File: src/rtl/mat_pkg.sv
// Shared types and default widths for the matrix stream reader and its FIFO.
package mat_pkg;

    localparam int DEF_DATA_W = 16;
    localparam int DEF_ADDR_W = 10;
    localparam int DEF_DIM_W  = 8;

    typedef enum logic [1:0] {
        ST_IDLE,
        ST_READ,
        ST_DRAIN,
        ST_DONE
    } state_e;

endpackage

File: src/rtl/stream_fifo2.sv
// Two-entry valid/ready FIFO; the head entry drives the output directly and
// the current occupancy is exported so the producer can pace itself.
module stream_fifo2 import mat_pkg::*; #(
    parameter int W = DEF_DATA_W
) (
    input  logic         clock,
    input  logic         reset_n,
    input  logic         in_valid_i,
    input  logic [W-1:0] in_data_i,
    output logic         in_ready_o,
    output logic         out_valid_o,
    output logic [W-1:0] out_data_o,
    input  logic         out_ready_i,
    output logic [1:0]   count_o
);

    logic [W-1:0] mem_q [2];
    logic         wr_ptr_q;
    logic         rd_ptr_q;
    logic [1:0]   count_q;
    logic         push;
    logic         pop;

    assign in_ready_o  = (count_q != 2'd2);
    assign out_valid_o = (count_q != 2'd0);
    assign out_data_o  = mem_q[rd_ptr_q];
    assign count_o     = count_q;
    assign push        = in_valid_i && in_ready_o;
    assign pop         = out_valid_o && out_ready_i;

    // NOTE: storage is reset as well, so out_data_o reads 0 out of reset instead of stale data.
    always_ff @(posedge clock or negedge reset_n) begin
        if (!reset_n) begin
            mem_q[0] <= '0;
            mem_q[1] <= '0;
            wr_ptr_q <= 1'b0;
            rd_ptr_q <= 1'b0;
            count_q  <= 2'd0;
        end else begin
            if (push) begin
                mem_q[wr_ptr_q] <= in_data_i;
                wr_ptr_q        <= ~wr_ptr_q;
            end
            if (pop) begin
                rd_ptr_q <= ~rd_ptr_q;
            end
            case ({push, pop})
                2'b10:   count_q <= count_q + 2'd1;
                2'b01:   count_q <= count_q - 2'd1;
                default: count_q <= count_q;
            endcase
        end
    end

endmodule

File: src/rtl/mat_stream_reader.sv
// Streams a rows x cols matrix out of a synchronous RAM in row-major order,
// buffering read data in a 2-entry FIFO so the consumer can stall freely.
module mat_stream_reader import mat_pkg::*; #(
    parameter int DATA_W = DEF_DATA_W,
    parameter int ADDR_W = DEF_ADDR_W,
    parameter int DIM_W  = DEF_DIM_W
) (
    input  logic              clock,
    input  logic              reset_n,
    input  logic              start,
    input  logic [ADDR_W-1:0] base_addr,
    input  logic [DIM_W-1:0]  rows,
    input  logic [DIM_W-1:0]  cols,
    output logic [ADDR_W-1:0] mem_addr,
    output logic              mem_re,
    input  logic [DATA_W-1:0] mem_rdata,
    output logic [DATA_W-1:0] out_data,
    output logic              out_valid,
    input  logic              out_ready,
    output logic              out_last,
    output logic              busy,
    output logic              done
);

    localparam int CNT_W = 2 * DIM_W;

    state_e            state_q;
    logic [ADDR_W-1:0] base_q;
    logic [CNT_W-1:0]  total_q;
    logic [CNT_W-1:0]  issued_q;
    logic [CNT_W-1:0]  xfer_cnt_q;
    logic              inflight_q;
    logic              xfer;
    logic              last_issue;
    logic              fifo_in_ready;
    logic [1:0]        fifo_count;
    logic [2:0]        pending;

    stream_fifo2 #(.W(DATA_W)) u_fifo (
        .clock       (clock),
        .reset_n     (reset_n),
        .in_valid_i  (inflight_q),
        .in_data_i   (mem_rdata),
        .in_ready_o  (fifo_in_ready),
        .out_valid_o (out_valid),
        .out_data_o  (out_data),
        .out_ready_i (out_ready),
        .count_o     (fifo_count)
    );

    // Elements already committed to the FIFO once this cycle's transfer is accounted for.
    assign xfer       = out_valid && out_ready;
    assign pending    = 3'(fifo_count) + 3'(inflight_q) - 3'(xfer);
    assign mem_re     = (state_q == ST_READ) && (issued_q < total_q) && (pending < 3'd2);
    assign mem_addr   = base_q + ADDR_W'(issued_q);
    assign last_issue = mem_re && ((issued_q + CNT_W'(1)) == total_q);
    assign out_last   = out_valid && (xfer_cnt_q == (total_q - CNT_W'(1)));
    assign busy       = (state_q != ST_IDLE);
    assign done       = (state_q == ST_DONE);

    // NOTE: all state here uses non-blocking assignments so every register sees pre-edge values.
    always_ff @(posedge clock or negedge reset_n) begin
        if (!reset_n) begin
            state_q    <= ST_IDLE;
            base_q     <= '0;
            total_q    <= '0;
            issued_q   <= '0;
            xfer_cnt_q <= '0;
            inflight_q <= 1'b0;
        end else begin
            inflight_q <= mem_re;
            if (mem_re) begin
                issued_q <= issued_q + CNT_W'(1);
            end
            if (xfer) begin
                xfer_cnt_q <= xfer_cnt_q + CNT_W'(1);
            end
            case (state_q)
                ST_IDLE: begin
                    if (start) begin
                        base_q     <= base_addr;
                        total_q    <= CNT_W'(rows) * CNT_W'(cols);
                        issued_q   <= '0;
                        xfer_cnt_q <= '0;
                        state_q    <= (rows == '0 || cols == '0) ? ST_DONE : ST_READ;
                    end
                end
                ST_READ: begin
                    if (last_issue) begin
                        state_q <= ST_DRAIN;
                    end
                end
                ST_DRAIN: begin
                    if (xfer && out_last) begin
                        state_q <= ST_DONE;
                    end
                end
                default: state_q <= ST_IDLE;
            endcase
        end
    end

    // The read pacing must never let a returning element find the FIFO full.
    assert property (@(posedge clock) disable iff (!reset_n) inflight_q |-> fifo_in_ready);

endmodule

File: config.mk
export PLATFORM = sky130hd
export DESIGN_NAME = mat_stream_reader
export DESIGN_NICKNAME = d
export VERILOG_FILES = /design/src/rtl/mat_pkg.sv /design/src/rtl/stream_fifo2.sv /design/src/rtl/mat_stream_reader.sv
export SDC_FILE = /design/constraint.sdc
export NUM_CORES = 1
export LEC_CHECK = 0
export CORE_MARGIN = 4
export CORE_UTILIZATION = 59
export CTS_CLUSTER_DIAMETER = 150
export DETAILED_ROUTE_END_ITERATION = 10
export PLACE_DENSITY = 0.82
export SYNTH_ARGS = -nofsm -noshare
export SYNTH_HDL_FRONTEND = slang
export SYNTH_SLANG_ARGS = --single-unit
File: constraint.sdc
create_clock -name clock -period 4.1 [get_ports clock]
set_input_delay 0.82 -clock clock [delete_from_list [all_inputs] [get_ports clock]]
set_output_delay 0.82 -clock clock [all_outputs]
set_load 0.02 [all_outputs]
==> results of run 1 <==
## cell families after synthesis
kind of cell | after synthesis | synth area share (%)
adders and majority gates | 109 | 20.2
and+or+nand+nor | 302 | 19.1
AOI/OAI and AO/OA | 112 | 8.73
DFF | 97 | 29.8
muxes | 51 | 7.01
buffers and inverters | 124 | 6.12
xor gates and xnor gates | 84 | 9.02
## metal layers
layer / vias up / GRT usage [%]
met4: 0 / 7.46
met2: 172 / 42.6
met1: 3171 / 31.4
met3: 34 / 2.69
li1: 3188 / -
met5: - / 0
## synthesized netlist by cell type (8+ instances only)
| library cell | n | area share [%] |
|---|---|---|
| dfrtp_1 | 97 | 30 |
| nand2_1 | 94 | 4.3 |
| inv_1 | 86 | 4.0 |
| ha_1 | 71 | 11 |
| and2_1 | 55 | 4.2 |
| xnor2_1 | 49 | 5.3 |
| mux2_2 | 48 | 6.6 |
| o21ai_0 | 41 | 2.5 |
| nor2_1 | 40 | 1.8 |
| fa_1 | 38 | 9.3 |
| xor2_1 | 35 | 3.8 |
| a21oi_1 | 26 | 1.6 |
| clkbuf_1 | 24 | 1.1 |
| nand3_1 | 20 | 1.2 |
| nor3_1 | 20 | 1.2 |
| or3_1 | 17 | 1.3 |
| nor4_1 | 11 | 0.84 |
| nand4_1 | 10 | 0.77 |
| buf_2 | 8 | 0.49 |
## worst min-delay path, cell delays in order (launching register included)
cell	delay, ps
dfrtp_1	350
nand2_1	50
nand2_1	60
## flip-flops by register name, summed over array words and instances, names as in the netlist
signal	flops
base_q	10
inflight_q	1
issued_q	16
state_q	2
total_q	16
u_fifo.count_o	2
u_fifo.mem_q	32
u_fifo.rd_ptr_q	1
u_fifo.wr_ptr_q	1
xfer_cnt_q	16
## cells in the final DEF, fill, tap and decap left out, types with 8 or more instances in the layout
| cell | count |
|---|---|
| buf_4 | 64 |
| buf_6 | 9 |
| clkbuf_16 | 10 |
| xnor2_1 | 49 |
| a21oi_1 | 19 |
| fa_1 | 34 |
| nor2_1 | 40 |
| dfrtp_1 | 97 |
| or3_1 | 17 |
| nor3_1 | 17 |
| and2_4 | 8 |
| nand2_1 | 85 |
| clkdlybuf4s50_1 | 55 |
| o21ai_0 | 34 |
| nor4_1 | 9 |
| nand2_2 | 8 |
| inv_1 | 79 |
| mux2_2 | 48 |
| and2_1 | 46 |
| xor2_1 | 35 |
| nand4_1 | 10 |
| nand3_1 | 20 |
| ha_1 | 65 |
## worst paths after layout
path,start,end,slack (ps),depth (start not counted)
min reg2reg,base_q[2],base_q[2],480,2
max reg2reg,u_fifo.count_o[1],state_q[0],720,15
min in group asynchronous,reset_n,base_q[5],610,1
max,rows[0],total_q[15],-150,17
min,base_q[2],base_q[2],480,2
max in group asynchronous,reset_n,total_q[15],2660,2
## power by group through the flow
stage                     clock network (mW)  logic [mW]  registers [mW]
after floorplan                            0        2.50            1.46
after global placement                     0        3.38            1.62
after detailed placement                   0        3.49            1.65
after CTS                              0.845        3.61            1.63
after global routing                   0.879        4.09            1.68
final                                  0.836        3.72            1.64
## stage by stage
step	instance area [µm²]	hold WS, ps	power (mW)	cells
after detailed placement	9470	471	5.14	1148
final	10000	484	6.20	1173
after CTS	9820	489	6.09	1168
after global placement	9470	469	5.00	1148
after global routing	10000	512	6.66	1173
after floorplan	8260	452	3.96	879
## what timing repair did
| item | 4_1_cts | 5_1_grt |
|---|---|---|
| cloned | 0 | 1 |
| endpoints found under the setup margin | 10 | 12 |
| setup buffers | 4 | 6 |
| pin swaps | 23 | 42 |
| gates resized for setup | 83 | 49 |
| hold endpoints to repair | 0 | 0 |
## cell type report
cell class | instances | area (µm²) | area share (%)
well taps | 176 | 220 | 2.20
clock inverters | 7 | 73.8 | 0.737
inverters | 86 | 323 | 3.22
clock buffers | 9 | 225 | 2.25
repair buffers | 140 | 1290 | 12.9
multi-input cells | 658 | 5460 | 54.5
flip-flops and latches | 97 | 2430 | 24.2
==> results.toml, run 1 <==
[floorplanning]
floorplan.initialDensity_pct = 60.9
die_h_um = 126
die_area_um2 = 15800
io_pins = 77
rows = 42
coreArea_um2 = 13400
die_w_um = 126

[synthesis]
ys_seq_area_share_pct = 29.8
synth-edff-count = 0
synthCells = 879
yosys_register_bits = 97
netlist-cell-type-count = 62
synth_fp_nets = 1034
yosysWarnings = 0
yosys_most_used_dff = "dfrtp_1"
syn-mean-instance-area_um2 = 9.28
postSynth.asyncResetShare_pct = 100
netlist_area_um2 = 8160

[setup_path]
cp_num_buf_inv = 5
cp-start-kind = "input pin"
slowest_stage = "fa_1"
crit_chain = "buf_4 -> nand2_2 -> fa_1 -> fa_1 -> inv_2 -> fa_1 -> inv_1 -> fa_1 -> inv_2 -> ha_4 -> inv_2 -> a21o_1 -> a21o_1 -> a21oi_2 -> nor3_2 -> or3_1 -> a31oi_1"
critPathArrivalTime_ps = 4530
cp-end-kind = "register"
path_max_fanout = 6
critPathRequiredTime_ps = 4370
criticalPathCategory = "in2reg"
cp_top_family = "adder cells"
crit_top_cell = "fa_1"
critPathMaxStageDelay_ps = 530

[detailed_routing]
dr.first_iter.drc_count = 393
vias = 6565
met1_length_um = 7910
drt_first_pass_iters = 5
drcViolationCount = 0
highest_layer = "met4"
vias_per_cell = 5.60
drt-total-wl_um = 18800
drtAntennaViolNets = 0
met2RoutedLength_um = 9670
dr_wl_met3_um = 845
wl_per_cell_um = 16.0

[finish]
fin_util_pct = 74.8
n_antenna_cell = 0
fillers = 963
drive_above_1_share_pct = 20.3
area_growth_pct = 22.8
finalNetCount = 1147

[run_status]
status = "complete, but fails checks"
failed_checks = "setup timing"

[power]
p_switching_mw = 2.64
p_leak_nw = 4.69
clkPwrFrac_pct = 13.5
vdd_ir_drop_max_mv = 0.241
netSwitchingFraction_pct = 42.5
pwr-share-comb_pct = 60.0
power_density_nw_per_um2 = 619
sequentialPowerShare_pct = 26.5
p_int_mw = 3.57

[global_route]
grt_max_degree = 78
grt-ovfl-total = 0
grt_pass1_wl_um = 32000
grt_pass1_vias = 6776
antenna_found_initial = 0
gr-usage-all-layers_pct = 24.2

[timing]
rsz0062_at_grt = "yes"
fin_worst_skew_ps = 10.2
worst_slack_ps = -150
max_slew.worst_pin.slew_ps = 1120
hold_viol_final = 0
finalSetupViolCount = 5
fin_tns_setup_ps = -301
slew_violations = 0
fmax_mhz = 235
fin_crit_ps = 4250
slew_headroom_pct = 25.1
layout_worst_path_cycle_share_pct = 104

[run]
maxCapViolCount = 0

[worst_hold_path]
hp-class = "reg2reg"

[clock_network]
clk_pin_slew_ps = 70
ctsHoldBuffers = 0
cts_num_sinks = 97
clk_path_buf_depth = 2
root_buffer = "clkbuf_16"
htree_levels = 3
clk_latency_ps = 360
tritoncts = "built"
cts_buffers = 9

[place]
hpwl_um = 14100
portBuffers = 76
pre_cts_slack_ps = -961
place.gp.congestion = 0.917
No activity file was read; power rests on OpenSTA's default activity.
==> run 2, diff against run 1 <==
--- a/config.mk
+++ b/config.mk
@@ -10,6 +10,7 @@
 export CTS_CLUSTER_DIAMETER = 150
 export DETAILED_ROUTE_END_ITERATION = 10
 export PLACE_DENSITY = 0.82
+export REMOVE_ABC_BUFFERS = 1
 export SYNTH_ARGS = -nofsm -noshare
 export SYNTH_HDL_FRONTEND = slang
 export SYNTH_SLANG_ARGS = --single-unit
==> results.toml, run 2 (synthesis gave the netlist of run 1 again) <==
[clock_network]
root_buffer = "clkbuf_16"
clk_path_buf_depth = 2
htree_levels = 3
cts_buffers = 9
tritoncts = "built"
clk_pin_slew_ps = 70
ctsHoldBuffers = 0
clk_latency_ps = 350
cts_num_sinks = 97

[power]
p_leak_nw = 4.73
power_density_nw_per_um2 = 620
vdd_ir_drop_max_mv = 0.315

[setup_path]
crit_end = "total_q[15]"
critPathArrivalTime_ps = 4480
slowest_stage = "fa_1"
cp_num_buf_inv = 3
path_max_fanout = 7
crit_cells = 16
crit_top_cell = "fa_1"
cp-end-kind = "register"
r2r-start = "u_fifo.count_o[1]"
criticalPathCategory = "in2reg"
r2r_slack_ps = 620
rr_worst_depth = 14
cp-start-kind = "input pin"
r2r_end = "state_q[0]"
crit_chain = "buf_6 -> and2_4 -> fa_2 -> fa_1 -> inv_1 -> fa_1 -> fa_1 -> inv_2 -> ha_4 -> o21ai_2 -> a21o_1 -> a21o_1 -> a21oi_2 -> nor3_2 -> or3_1 -> a31oi_1"
critPathRequiredTime_ps = 4370
critPathMaxStageDelay_ps = 530
startpoint = "rows[1]"
cp_top_family = "adder cells"

[finish]
finalNetCount = 1152
drive_above_1_share_pct = 20.6
largest_register_ffs = 32
regMostFlops = "u_fifo.mem_q"
regArea_um2 = 2430
n_antenna_cell = 0
multiInputGateArea_um2 = 5440
final_cell_mix = "97 x dfrtp_1, 88 x nand2_1, 81 x inv_1"
fin_util_pct = 74.9
fillers = 924
area_growth_pct = 23.2
final_common_cell = "dfrtp_1"

[global_route]
grt_pass1_wl_um = 31600
antenna_found_initial = 0
grt_pass1_vias = 6844
gr-usage-all-layers_pct = 24.1
grt-ovfl-total = 0
grt_max_degree = 38

[floorplanning]
coreArea_um2 = 13400
rows = 42
die_w_um = 126
die_h_um = 126
die_area_um2 = 15800
floorplan.initialDensity_pct = 60.9
io_pins = 77

[run_status]
status = "complete, but fails checks"
failed_checks = "setup timing"

[detailed_routing]
wl_per_cell_um = 16.0
drtAntennaViolNets = 0
drt-total-wl_um = 18900
drcViolationCount = 0
drt_first_pass_iters = 5
vias_per_cell = 5.68
vias = 6696
dr.first_iter.drc_count = 417

[timing]
fin_worst_skew_ps = 9.37
worst_slack_ps = -106
rsz0062_at_grt = "yes"
fmax_mhz = 238
slew_headroom_pct = 31.7
max_slew.worst_pin.slew_ps = 1020
slew_violations = 0
hold_viol_final = 0
fin_crit_ps = 4210
finalSetupViolCount = 3
layout_worst_path_cycle_share_pct = 103

[run]
maxCapViolCount = 0

[place]
pre_cts_slack_ps = -1250
place.gp.congestion = 0.863
hpwl_um = 14000
portBuffers = 76

[worst_hold_path]
hp-class = "in2async"
## run 2: cell count changes in the layout (fill, tap and decap cells not counted), moves of 3 or more
cell,previous run,this run
and2_1,46,39
and2_4,8,15
buf_6,9,12
nand2_1,85,88
nand2_2,8,5
## run 2: repair_timing
item | 4_1_cts | 5_1_grt
pin swaps | 50 | 24
resized for setup | 139 | 17
setup buffers | 11 | 5
endpoints found under the setup margin | 12 | 11
## run 2: how the worst min path moves through the flow
stage | end | slack (ps) | cells after the start
floorplan | base_q[0] | 450 | 2
global placement | base_q[7] | 470 | 2
detailed placement | base_q[3] | 480 | 2
CTS | base_q[5] | 440 | 1
global route | base_q[5] | 470 | 1
finish | base_q[5] | 430 | 1
## run 2: area by class of cell
cell class | count | share of cell area [%]
clock buffers | 9 | 2.24
multi-input cells | 658 | 54.2
repair buffers | 145 | 13.1
flip-flops and latches | 97 | 24.2
well taps | 176 | 2.19
inverters | 86 | 3.21
clock inverters | 7 | 0.847
## run 2: stage by stage
step	instance area, µm²	power [mW]	hold slack [ps]	instances	TNS (ps)
after floorplan	7980	3.79	452	841	-1770
final	10000	6.23	425	1178	-229
after global placement	9360	4.88	469	1147	-8760
after detailed placement	9360	5.01	478	1147	-9590
after global routing	10000	6.70	471	1178	-1030
after CTS	9970	6.14	445	1174	-63.7
## run 2: power by group
| group | internal (mW) | total, mW | switching (mW) |
|---|---|---|---|
| registers | 1.30 | 1.65 | 0.359 |
| clock network | 0.487 | 0.878 | 0.391 |
| logic | 1.84 | 3.70 | 1.85 |
## run 2: per-layer routing
| layer | GRT usage, % | up-vias | wire length (µm) |
|---|---|---|---|
| li1 | - | 3210 | - |
| met1 | 29.0 | 3263 | 7690 |
| met2 | 44.3 | 181 | 9960 |
| met3 | 3.11 | 42 | 709 |
| met4 | 8.42 | 0 | 533 |
| met5 | 0 | - | 0 |
